===== src/rtl/srgate_sched.sv =====
// Timed command scheduler: queues (ts, gate, op, arg) commands and fires each when the timebase reaches ts.
// Latency: push in cycle N, head eligible in N+1, registered effect visible in N+2 when already due.
// Backpressure: cmd_ready_o drops when the queue holds DEPTH entries; pushes while full are dropped.
module srgate_sched #(
    parameter int NGATES = 4,
    parameter int DEPTH  = 8,
    parameter int TS_W   = 32
) (
    input  logic                       clk_i,
    input  logic                       reset_i,
    input  logic                       enable_i,
    input  logic                       cmd_valid_i,
    output logic                       cmd_ready_o,
    input  logic [TS_W-1:0]            cmd_ts_i,
    input  logic [$clog2(NGATES)-1:0]  cmd_gate_i,
    input  logic [1:0]                 cmd_op_i,
    input  logic                       cmd_arg_i,
    output logic [NGATES-1:0]          force_set_o,
    output logic [NGATES-1:0]          force_rst_o,
    output logic [NGATES-1:0]          set_edge_o,
    output logic [NGATES-1:0]          rst_edge_o,
    output logic [TS_W-1:0]            ts_o,
    output logic [$clog2(DEPTH):0]     count_o,
    output logic                       late_o,
    output logic                       busy_o
);

    localparam int GW = $clog2(NGATES);
    localparam int AW = $clog2(DEPTH);
    localparam int CW = AW + 1;

    localparam logic [1:0] OP_FRST = 2'b00;
    localparam logic [1:0] OP_FSET = 2'b01;
    localparam logic [1:0] OP_SEDG = 2'b10;

    // Head-of-queue state: EMPTY has no entry, WAIT holds a not-yet-due head,
    // FIRE holds a head right after a pop (so a run of due commands stays in FIRE).
    typedef enum logic [1:0] {
        ST_EMPTY = 2'd0,
        ST_WAIT  = 2'd1,
        ST_FIRE  = 2'd2
    } state_t;

    typedef struct packed {
        logic [TS_W-1:0] ts;
        logic [GW-1:0]   gate;
        logic [1:0]      op;
        logic            arg;
    } cmd_t;

    cmd_t              mem_q [DEPTH];
    logic [AW-1:0]     wr_ptr_q;
    logic [AW-1:0]     rd_ptr_q;
    logic [CW-1:0]     count_q;
    logic [CW-1:0]     count_d;
    state_t            state_q;
    state_t            state_d;
    logic [TS_W-1:0]   ts_q;
    logic              late_q;
    logic              late_d;
    logic [NGATES-1:0] force_set_q;
    logic [NGATES-1:0] force_set_d;
    logic [NGATES-1:0] force_rst_q;
    logic [NGATES-1:0] force_rst_d;
    logic [NGATES-1:0] set_edge_q;
    logic [NGATES-1:0] set_edge_d;
    logic [NGATES-1:0] rst_edge_q;
    logic [NGATES-1:0] rst_edge_d;

    cmd_t head;
    logic push;
    logic pop;

    assign head        = mem_q[rd_ptr_q];
    assign cmd_ready_o = (count_q != CW'(DEPTH));
    assign push        = cmd_valid_i && cmd_ready_o;

    // Timebase: free-running while enabled, held at zero while disabled.
    always_ff @(posedge clk_i) begin
        if (reset_i) begin
            ts_q <= '0;
        end else if (enable_i) begin
            ts_q <= ts_q + TS_W'(1);
        end else begin
            ts_q <= '0;
        end
    end

    // Queue storage: entries need no reset, validity is tracked by the pointers and count.
    always_ff @(posedge clk_i) begin
        if (push) begin
            mem_q[wr_ptr_q] <= '{ts: cmd_ts_i, gate: cmd_gate_i, op: cmd_op_i, arg: cmd_arg_i};
        end
    end

    // Head FSM next state, pop decision and occupancy update.
    always_comb begin
        pop     = 1'b0;
        state_d = state_q;
        count_d = count_q;
        case (state_q)
            ST_WAIT, ST_FIRE: pop = enable_i && (ts_q >= head.ts);
            default:          pop = 1'b0;
        endcase
        if (push && !pop) begin
            count_d = count_q + CW'(1);
        end else if (!push && pop) begin
            count_d = count_q - CW'(1);
        end
        if (count_d == '0) begin
            state_d = ST_EMPTY;
        end else if (pop) begin
            state_d = ST_FIRE;
        end else begin
            state_d = ST_WAIT;
        end
    end

    // Effect decode for the popped command; strobes default low every cycle.
    always_comb begin
        force_set_d = '0;
        force_rst_d = '0;
        set_edge_d  = set_edge_q;
        rst_edge_d  = rst_edge_q;
        late_d      = late_q;
        if (pop) begin
            if (ts_q > head.ts) begin
                late_d = 1'b1;
            end
            case (head.op)
                OP_FRST: force_rst_d[head.gate] = 1'b1;
                OP_FSET: force_set_d[head.gate] = 1'b1;
                OP_SEDG: set_edge_d[head.gate]  = head.arg;
                default: rst_edge_d[head.gate]  = head.arg;
            endcase
        end
    end

    // Control and output registers; reset discards queued commands and any pending strobe.
    always_ff @(posedge clk_i) begin
        if (reset_i) begin
            wr_ptr_q    <= '0;
            rd_ptr_q    <= '0;
            count_q     <= '0;
            state_q     <= ST_EMPTY;
            late_q      <= 1'b0;
            force_set_q <= '0;
            force_rst_q <= '0;
            set_edge_q  <= '0;
            rst_edge_q  <= '0;
        end else begin
            if (push) begin
                wr_ptr_q <= wr_ptr_q + AW'(1);
            end
            if (pop) begin
                rd_ptr_q <= rd_ptr_q + AW'(1);
            end
            count_q     <= count_d;
            state_q     <= state_d;
            late_q      <= late_d;
            force_set_q <= force_set_d;
            force_rst_q <= force_rst_d;
            set_edge_q  <= set_edge_d;
            rst_edge_q  <= rst_edge_d;
        end
    end

    assign force_set_o = force_set_q;
    assign force_rst_o = force_rst_q;
    assign set_edge_o  = set_edge_q;
    assign rst_edge_o  = rst_edge_q;
    assign ts_o        = ts_q;
    assign count_o     = count_q;
    assign late_o      = late_q;
    assign busy_o      = (count_q != '0);

endmodule

===== config.mk =====
export PLATFORM = sky130hd
export DESIGN_NAME = srgate_sched
export DESIGN_NICKNAME = d
export VERILOG_FILES = /design/src/rtl/srgate_sched.sv
export SDC_FILE = /design/constraint.sdc
export NUM_CORES = 1
export LEC_CHECK = 0
export CAP_MARGIN = 20
export CORE_ASPECT_RATIO = 1.4
export CORE_MARGIN = 2
export CORE_UTILIZATION = 55
export CTS_CLUSTER_DIAMETER = 100
export DETAILED_ROUTE_END_ITERATION = 16
export HOLD_SLACK_MARGIN = 0.02
export PLACE_DENSITY = 0.75
export SYNTH_ARGS = -nofsm -noshare
export SYNTH_HDL_FRONTEND = slang
export SYNTH_SLANG_ARGS = --single-unit

===== constraint.sdc =====
create_clock -name clk_i -period 6.05 [get_ports clk_i]
set_input_delay 1.21 -clock clk_i [delete_from_list [all_inputs] [get_ports clk_i]]
set_output_delay 1.21 -clock clk_i [all_outputs]
set_load 0.005 [all_outputs]

==> summary.txt <==
Run status
  • Outcome: completed

Power
  • Int Pwr: 3.97 mW
  • Total net switching power: about 1.0 mW
  • Leakage power: ~5.4 nW
  • Flop pwr share: roughly 55%
  • Part of the power in combinational logic: under 10%
  • PD cells: 294 mW/mm²
  • Peak VDD IR: 0.180 mV
  • Switching share of total power: 20.2%
  • Clock power frac: 40.6%

Synth
  • Synthesis-stage register bit count: 360
  • Post-Synthesis Cell Area: 0.0144 mm²
  • Syn nets: about 900
  • Warnings from Yosys: 0
  • Count leader, synth: edfxtp_1
  • Share of flip-flops with an asynchronous set or reset: 0%
  • Top cells by count, synth: edfxtp_1, mux4_2, nor2_1
  • Post-synth EDFFs: 296
  • Ranking of synthesized cells by area: edfxtp_1, mux4_2, dfxtp_1
  • Post-synth top area cell: edfxtp_1
  • Post-synth top area share: 61.6%
  • Post-synth cell types: 47
  • Register area share after synthesis: 70.5%
  • Avg Cell Area, Syn: 17.5 µm²
  • Post-Synthesis Cells: 823
  • Top_reg_cell synth: edfxtp_1

CTS
  • Post-CTS sizing: 0
  • H-tree Lvls: 2
  • Clock buffer depth: 3
  • Worst-path clk slew: 70 ps
  • Num CTS Buffers: 34
  • CTS tree: built
  • # hold bufs at CTS: 0
  • Skew-Pair Late Insertion Delay: 530 ps
  • Total clock sinks: 360
  • Root buf cell: clkbuf_16
  • Post-CTS setup buffers: 0

STA
  • Endpoints failing hold: 0
  • Max Transition Viols Final: 0
  • Relative slew margins: 39.6%
  • Crit path time final: 4570 ps
  • Clock Skew: ~18 ps
  • Unrepaired setup endpoints after global routing: no
  • Slew @ Worst Pin: 903 ps
  • Fin crit share: 75.6%
  • Peak Freq: 219 MHz
  • Setup TNS: 0 ps
  • Final setup violation count: 0

Detailed routing
  • WL met3: 1.49 mm
  • DRT Pass-1 Iters: 5
  • Met2 wire len: 15.4 mm
  • Uppermost layer routed: met4
  • Number of routed nets with antenna violations: 0
  • Wl on met1: 12.3 mm
  • Per-cell routed wire length: 23.3 µm
  • Vias: between 7000 and 8000
  • DRC viols: 0
  • 1st-iter DRT viols: 567
  • WL final: 30.1 mm
  • Via density: 5.99

Placed design
  • GP Congestion: 0.765
  • Post-DP HPWL: ~18 mm
  • Placed insts: 1230
  • IO buf count: between 90 and 100

Floorplan
  • Initial core utilization: 55.7%
  • Core area: 0.0259 mm²
  • # IOs: 96
  • Die Wd: 141 µm
  • DIE AREA: 0.0276 mm²
  • # rows: 70
  • Die height: 196 µm

Critical path
  • Crit path max fanout: slightly above 40
  • Slowest stage delay, CP: roughly 840 ps
  • Crit path buf inv count: 1
  • Worst setup path class: flip-flop to flip-flop
  • Reg2reg path depth: 11
  • Worst path slowest cell: dfxtp_4
  • CP most frequent cell: nand4_1
  • CP Capture Type: flip-flop
  • CP cell instances: buf_12, mux4_2, mux2i_1, ha_1, nand4_1, nor4_2, nand3_1, nand4_1, o21ai_4, nor3_1, and3_1
  • Reg2reg end: force_rst_o[1]$_SDFF_PP0_
  • Critical path data arrival time: between 5000 and 6000 ps
  • R2r setup slk: about 1500 ps
  • Worst setup SP type: flip-flop
  • Required time worst endpoint: 6510 ps
  • Top cell family by delay on the critical path: simple AND/OR/NAND/NOR gates

Global route
  • Antenna violations before repair: 0
  • Largest net degree at the start of global routing: 57
  • First-pass GRT wire length: 46.0 mm
  • Vias in the first global route: just under 8000
  • GRT overflow: 0
  • GRT Total Usage: 22.5%

Final layout
  • Syn-to-layout area delta: 17.2%
  • Layout cells sized above 1: 16.1%
  • Layout Utilization: 65.3%
  • Number of fill cells: between 1500 and 2000
  • Diode count: 0
  • Final #Nets: approximately 1000
  • Post-Layout Cell Count: approximately 1300

Min path
  • Hold path start: rd_ptr_q[1]$_SDFFE_PP0N_
  • Tightest Hold Check Type: flip-flop to flip-flop
  • Hold path cells: 2

Flow run
  • Number of max-cap violations: 0
## worst max-delay path by stage
stage | endpoint | from | slack (ps) | cells after the start
after floorplan | mem_q[0][0]$_DFFE_PP_ | cmd_valid_i | 590 | 2
after global placement | force_rst_o[1]$_SDFF_PP0_ | flip-flop | 1570 | 11
after detailed placement | force_rst_o[1]$_SDFF_PP0_ | flip-flop | 1490 | 11
after CTS | force_rst_o[1]$_SDFF_PP0_ | flip-flop | 1450 | 11
after global routing | force_rst_o[1]$_SDFF_PP0_ | flip-flop | 1170 | 11
final | force_rst_o[1]$_SDFF_PP0_ | flip-flop | 1480 | 11
## worst reg2reg max path, cell delays in order (launching register included)
cell,delay [ps]
dfxtp_4,840
buf_12,400
mux4_2,580
mux2i_1,280
ha_1,170
nand4_1,180
nor4_2,460
nand3_1,270
nand4_1,330
o21ai_4,180
nor3_1,560
and3_1,270
## stage by stage
| step | hold slack [ps] | area, µm² | power, mW | setup slack (ps) |
|---|---|---|---|---|
| after detailed placement | 467 | 15900 | 3.01 | 1490 |
| after global routing | 528 | 16900 | 5.11 | 1170 |
| after CTS | 482 | 16900 | 5.01 | 1450 |
| final | 478 | 16900 | 4.98 | 1480 |
| after floorplan | 454 | 14400 | 2.91 | 587 |
| after global placement | 456 | 15900 | 3.00 | 1570 |
## cell usage in the layout, fill, tap and decap left out, types with 16 or more instances in the layout
cell,instances
a21oi_1,16
clkbuf_16,37
clkdlybuf4s50_1,95
dfxtp_1,61
edfxtp_1,296
ha_1,38
mux2i_1,36
mux4_2,74
nand2_1,25
nand3_1,21
nor2_1,66
nor3_1,23
xnor2_1,18
xor2_1,19
## state kept, by name, indices dropped and copies added (netlist names), 2 cells and up, named ones only
name	count
mem_q	296
ts_o	32
count_o	4
force_rst_o	4
force_set_o	4
rst_edge_o	4
set_edge_o	4
rd_ptr_q	3
wr_ptr_q	3
state_q	2
## power groups by stage
| stage | sequential (mW) | clock, mW | combinational, mW |
|---|---|---|---|
| 3_3_place_gp | 2.80 | 0 | 0.201 |
| 5_1_grt | 2.76 | 2.13 | 0.224 |
| 2_1_floorplan | 2.81 | 0 | 0.102 |
| 3_5_place_dp | 2.81 | 0 | 0.206 |
| 6_report | 2.75 | 2.02 | 0.205 |
| 4_1_cts | 2.75 | 2.05 | 0.207 |
## layout make-up
cell class	count	area (µm²)	area share, %
repair buffers	111	1100	6.48
clock inverters	15	88.8	0.525
flip-flops and latches	360	10200	60.2
clock buffers	46	960	5.67
well taps	324	405	2.40
inverters	12	45.0	0.266
multi-input cells	424	4150	24.5
## logic make-up (layout without fill, tap and decap cells)
kind of cell	Yosys count	in the layout	synth area share, %
flip-flops	360	360	70.5
AND/OR/NAND/NOR	196	196	6.65
multiplexers	113	113	14.3
AO/OA/AOI/OAI	40	40	1.92
buffers and inverters	39	184	1.14
adder cells (fa/ha/maj)	38	38	3.29
XOR/XNOR	37	37	2.25
## layer usage
metal  track usage (%)  up-vias
met5                 0        -
met1              29.2     3953
li1                  -     3492
met2              38.2      233
met4              8.85        0
met3              3.76       55
No activity file was read; power rests on OpenSTA's default activity.
==> RTL change (same flow settings) <==
The 3 states of `state_t` get a one-hot encoding in 3 bits.
--- a/src/rtl/srgate_sched.sv
+++ b/src/rtl/srgate_sched.sv
@@ -37,6 +37,6 @@
     // FIRE holds a head right after a pop (so a run of due commands stays in FIRE).
-    typedef enum logic [1:0] {
-        ST_EMPTY = 2'd0,
-        ST_WAIT  = 2'd1,
-        ST_FIRE  = 2'd2
+    typedef enum logic [2:0] {
+        ST_EMPTY = 3'b001,
+        ST_WAIT  = 3'b010,
+        ST_FIRE  = 3'b100
     } state_t;
Check against the original RTL: no difference found for any inputs over 4 cycles, from zero or initial values and one cycle with reset_i high; so few cycles prove little.
==> RTL change against the original RTL <==
Power up 3.3%. Cell count increased by 0.31%. Setup slack worse by 93 ps. Design area grew 0.78%. Sequential share of layout area down 0.35 points. Routed wire length is 4.0% lower. Synthesized cell count increased by 0.61%. Core utilization up 0.29 points. Sequential cell count grew 1. Synthesized area grew 0.21%. Non-clock buffer count down 1. Critical path type unchanged. Critical endpoint is now state_q[0]. Largest cell class unchanged. Highest routed layer unchanged.
==> RTL change: results (changes against the original RTL) <==
----------------------------------------------------
[Yosys]
  Most frequent cells after synthesis ... sky130_fd_sc_hd__edfxtp_1, sky130_fd_sc_hd__mux4_2, sky130_fd_sc_hd__nor2_1
  Post-synthesis net count ... 907 (+0.55%)
  Proportion of synthesized chip area in sequential cells ... 70.46% (about the same)
  Leading post-synthesis cells by cell area ... sky130_fd_sc_hd__edfxtp_1, sky130_fd_sc_hd__mux4_2, sky130_fd_sc_hd__dfxtp_1, sky130_fd_sc_hd__ha_1, sky130_fd_sc_hd__mux2i_1

[Timing]
  Relative slew margins ... 28.83% (-11 points)
  Worst-case clock skew ... 14.93 ps (-2.716 ps)

[Worst setup path]
  Minimum setup slack among reg-to-reg paths ... 1380 ps (-90 ps)
  Largest incremental delay on the critical path ... 760 ps (-80 ps)
  Critical Path AT ... 5120 ps (+90 ps)
  Worst R2R Path Depth ... 12 (+1)
  Critical Path Slowest Stage Cell ... sky130_fd_sc_hd__nor4_1
  Worst r2r dst ... state_q[0]

[CTS]
  CTS Buf Count ... 35 (+2.9%)
  Clk_lat worst skew ... 510 ps (-20 ps)

[Global routing]
  Via count of the first global-routing pass ... 7,584 (-3.6%)
  Global Route Usage Sum ... 21.23% (-1.3 points)
  Global-route wire length before repair ... 44,130 um (-4.0%)

[Routing]
  Wire length per cell after detailed routing ... 22.29 um (-4.3%)
  Vias per cell ... 5.931 (-0.90%)
  Number of violations reported at the end of detailed-routing iteration 0 ... 544 (-4.1%)

[Power and ir drop]
  Standby leakage power ... 5.496 nW (+1.0%)
  Switching power ... 1.023 mW (+1.7%)
  Max rail drop VDD ... 0.0002275 V (+27%)

[Placement]
  Placed cell areas ... 15,870 um^2 (about the same)
  Hpwl dp ... 17,370 um (-2.0%)
  Post-placement setup slack ... 1369 ps (-117.1 ps)
  Gpl congestion ... 0.8112 (+6.1%)

[Finish]
  Share of final-layout standard cells stronger than drive strength 1 ... 17.49% (+1.4 points)

[Outcome]
  Result of the run ... completed

----------------------------------------------------
## RTL change: cell count changes after synthesis, sizes merged, moves of 3 or more
| cell | delta |
|---|---|
| xnor2 | -8 |
| nand3 | -6 |
| mux2 | +4 |
| buf | -3 |
| and3 | -8 |
| a21oi | +3 |
| or3 | +5 |
| clkbuf | +5 |
| nand2 | +9 |
## RTL change: power groups by stage
stage	clock network [mW]	logic (mW)	registers [mW]
finish	2.18	0.200	2.76
global route	2.30	0.219	2.76
CTS	2.22	0.201	2.76
detailed placement	0	0.200	2.81
global placement	0	0.195	2.81
floorplan	0	0.100	2.81
## RTL change: cell type report
class                           count  area share (%)
Clock buffer                       44           5.826
Clock inverter                     19           1.020
Inverter                           11          0.2421
Multi-Input combinational cell    427           24.35
Sequential cell                   361           59.81
Tap cell                          324           2.377
Timing Repair Buffer              110           6.383
## RTL change: through the flow
stage | utilization (%) | power [mW] | std cells
after floorplan | - | 2.912 | 828
after global placement | 60.99 | 3.005 | 1232
after detailed placement | 60.99 | 3.013 | 1232
after CTS | 65.48 | 5.178 | 1295
after global routing | 65.56 | 5.286 | 1296
final | 65.56 | 5.143 | 1296
## RTL change: how the worst max path moves through the flow
stage	slack (ps)	end	startpoint
3_3_place_gp	1410	state_q[0]	flip-flop
5_1_grt	1200	state_q[0]	flip-flop
3_5_place_dp	1370	state_q[0]	flip-flop
2_1_floorplan	620	mem_q[0][0]	cmd_valid_i
4_1_cts	1330	state_q[0]	flip-flop
6_report	1380	state_q[0]	flip-flop
## RTL change: cells by family after synthesis
kind of cell             Yosys count  share of synthesized area, %
AO/OA/AOI/OAI                     46                         2.120
XOR/XNOR                          31                         1.877
adder cells (fa/ha/maj)           38                         3.288
buffers and inverters             40                         1.177
flip-flops                       361                         70.46
multiplexers                     119                         14.72
AND/OR/NAND/NOR                  193                         6.359
## RTL change: metal layers
layer	track usage (%)	vias up	wire [um]
met5	0	-	0
met4	6.852	0	733
met3	3.100	55	1383
met2	36.48	223	14980
met1	28.25	3901	11790
li1	-	3508	-
## RTL change: worst min-delay path, delay by kind of cell (launching register included)
family	cells	cell delay (ps)
flops	1	310
simple gates	1	50
compound gates	1	70
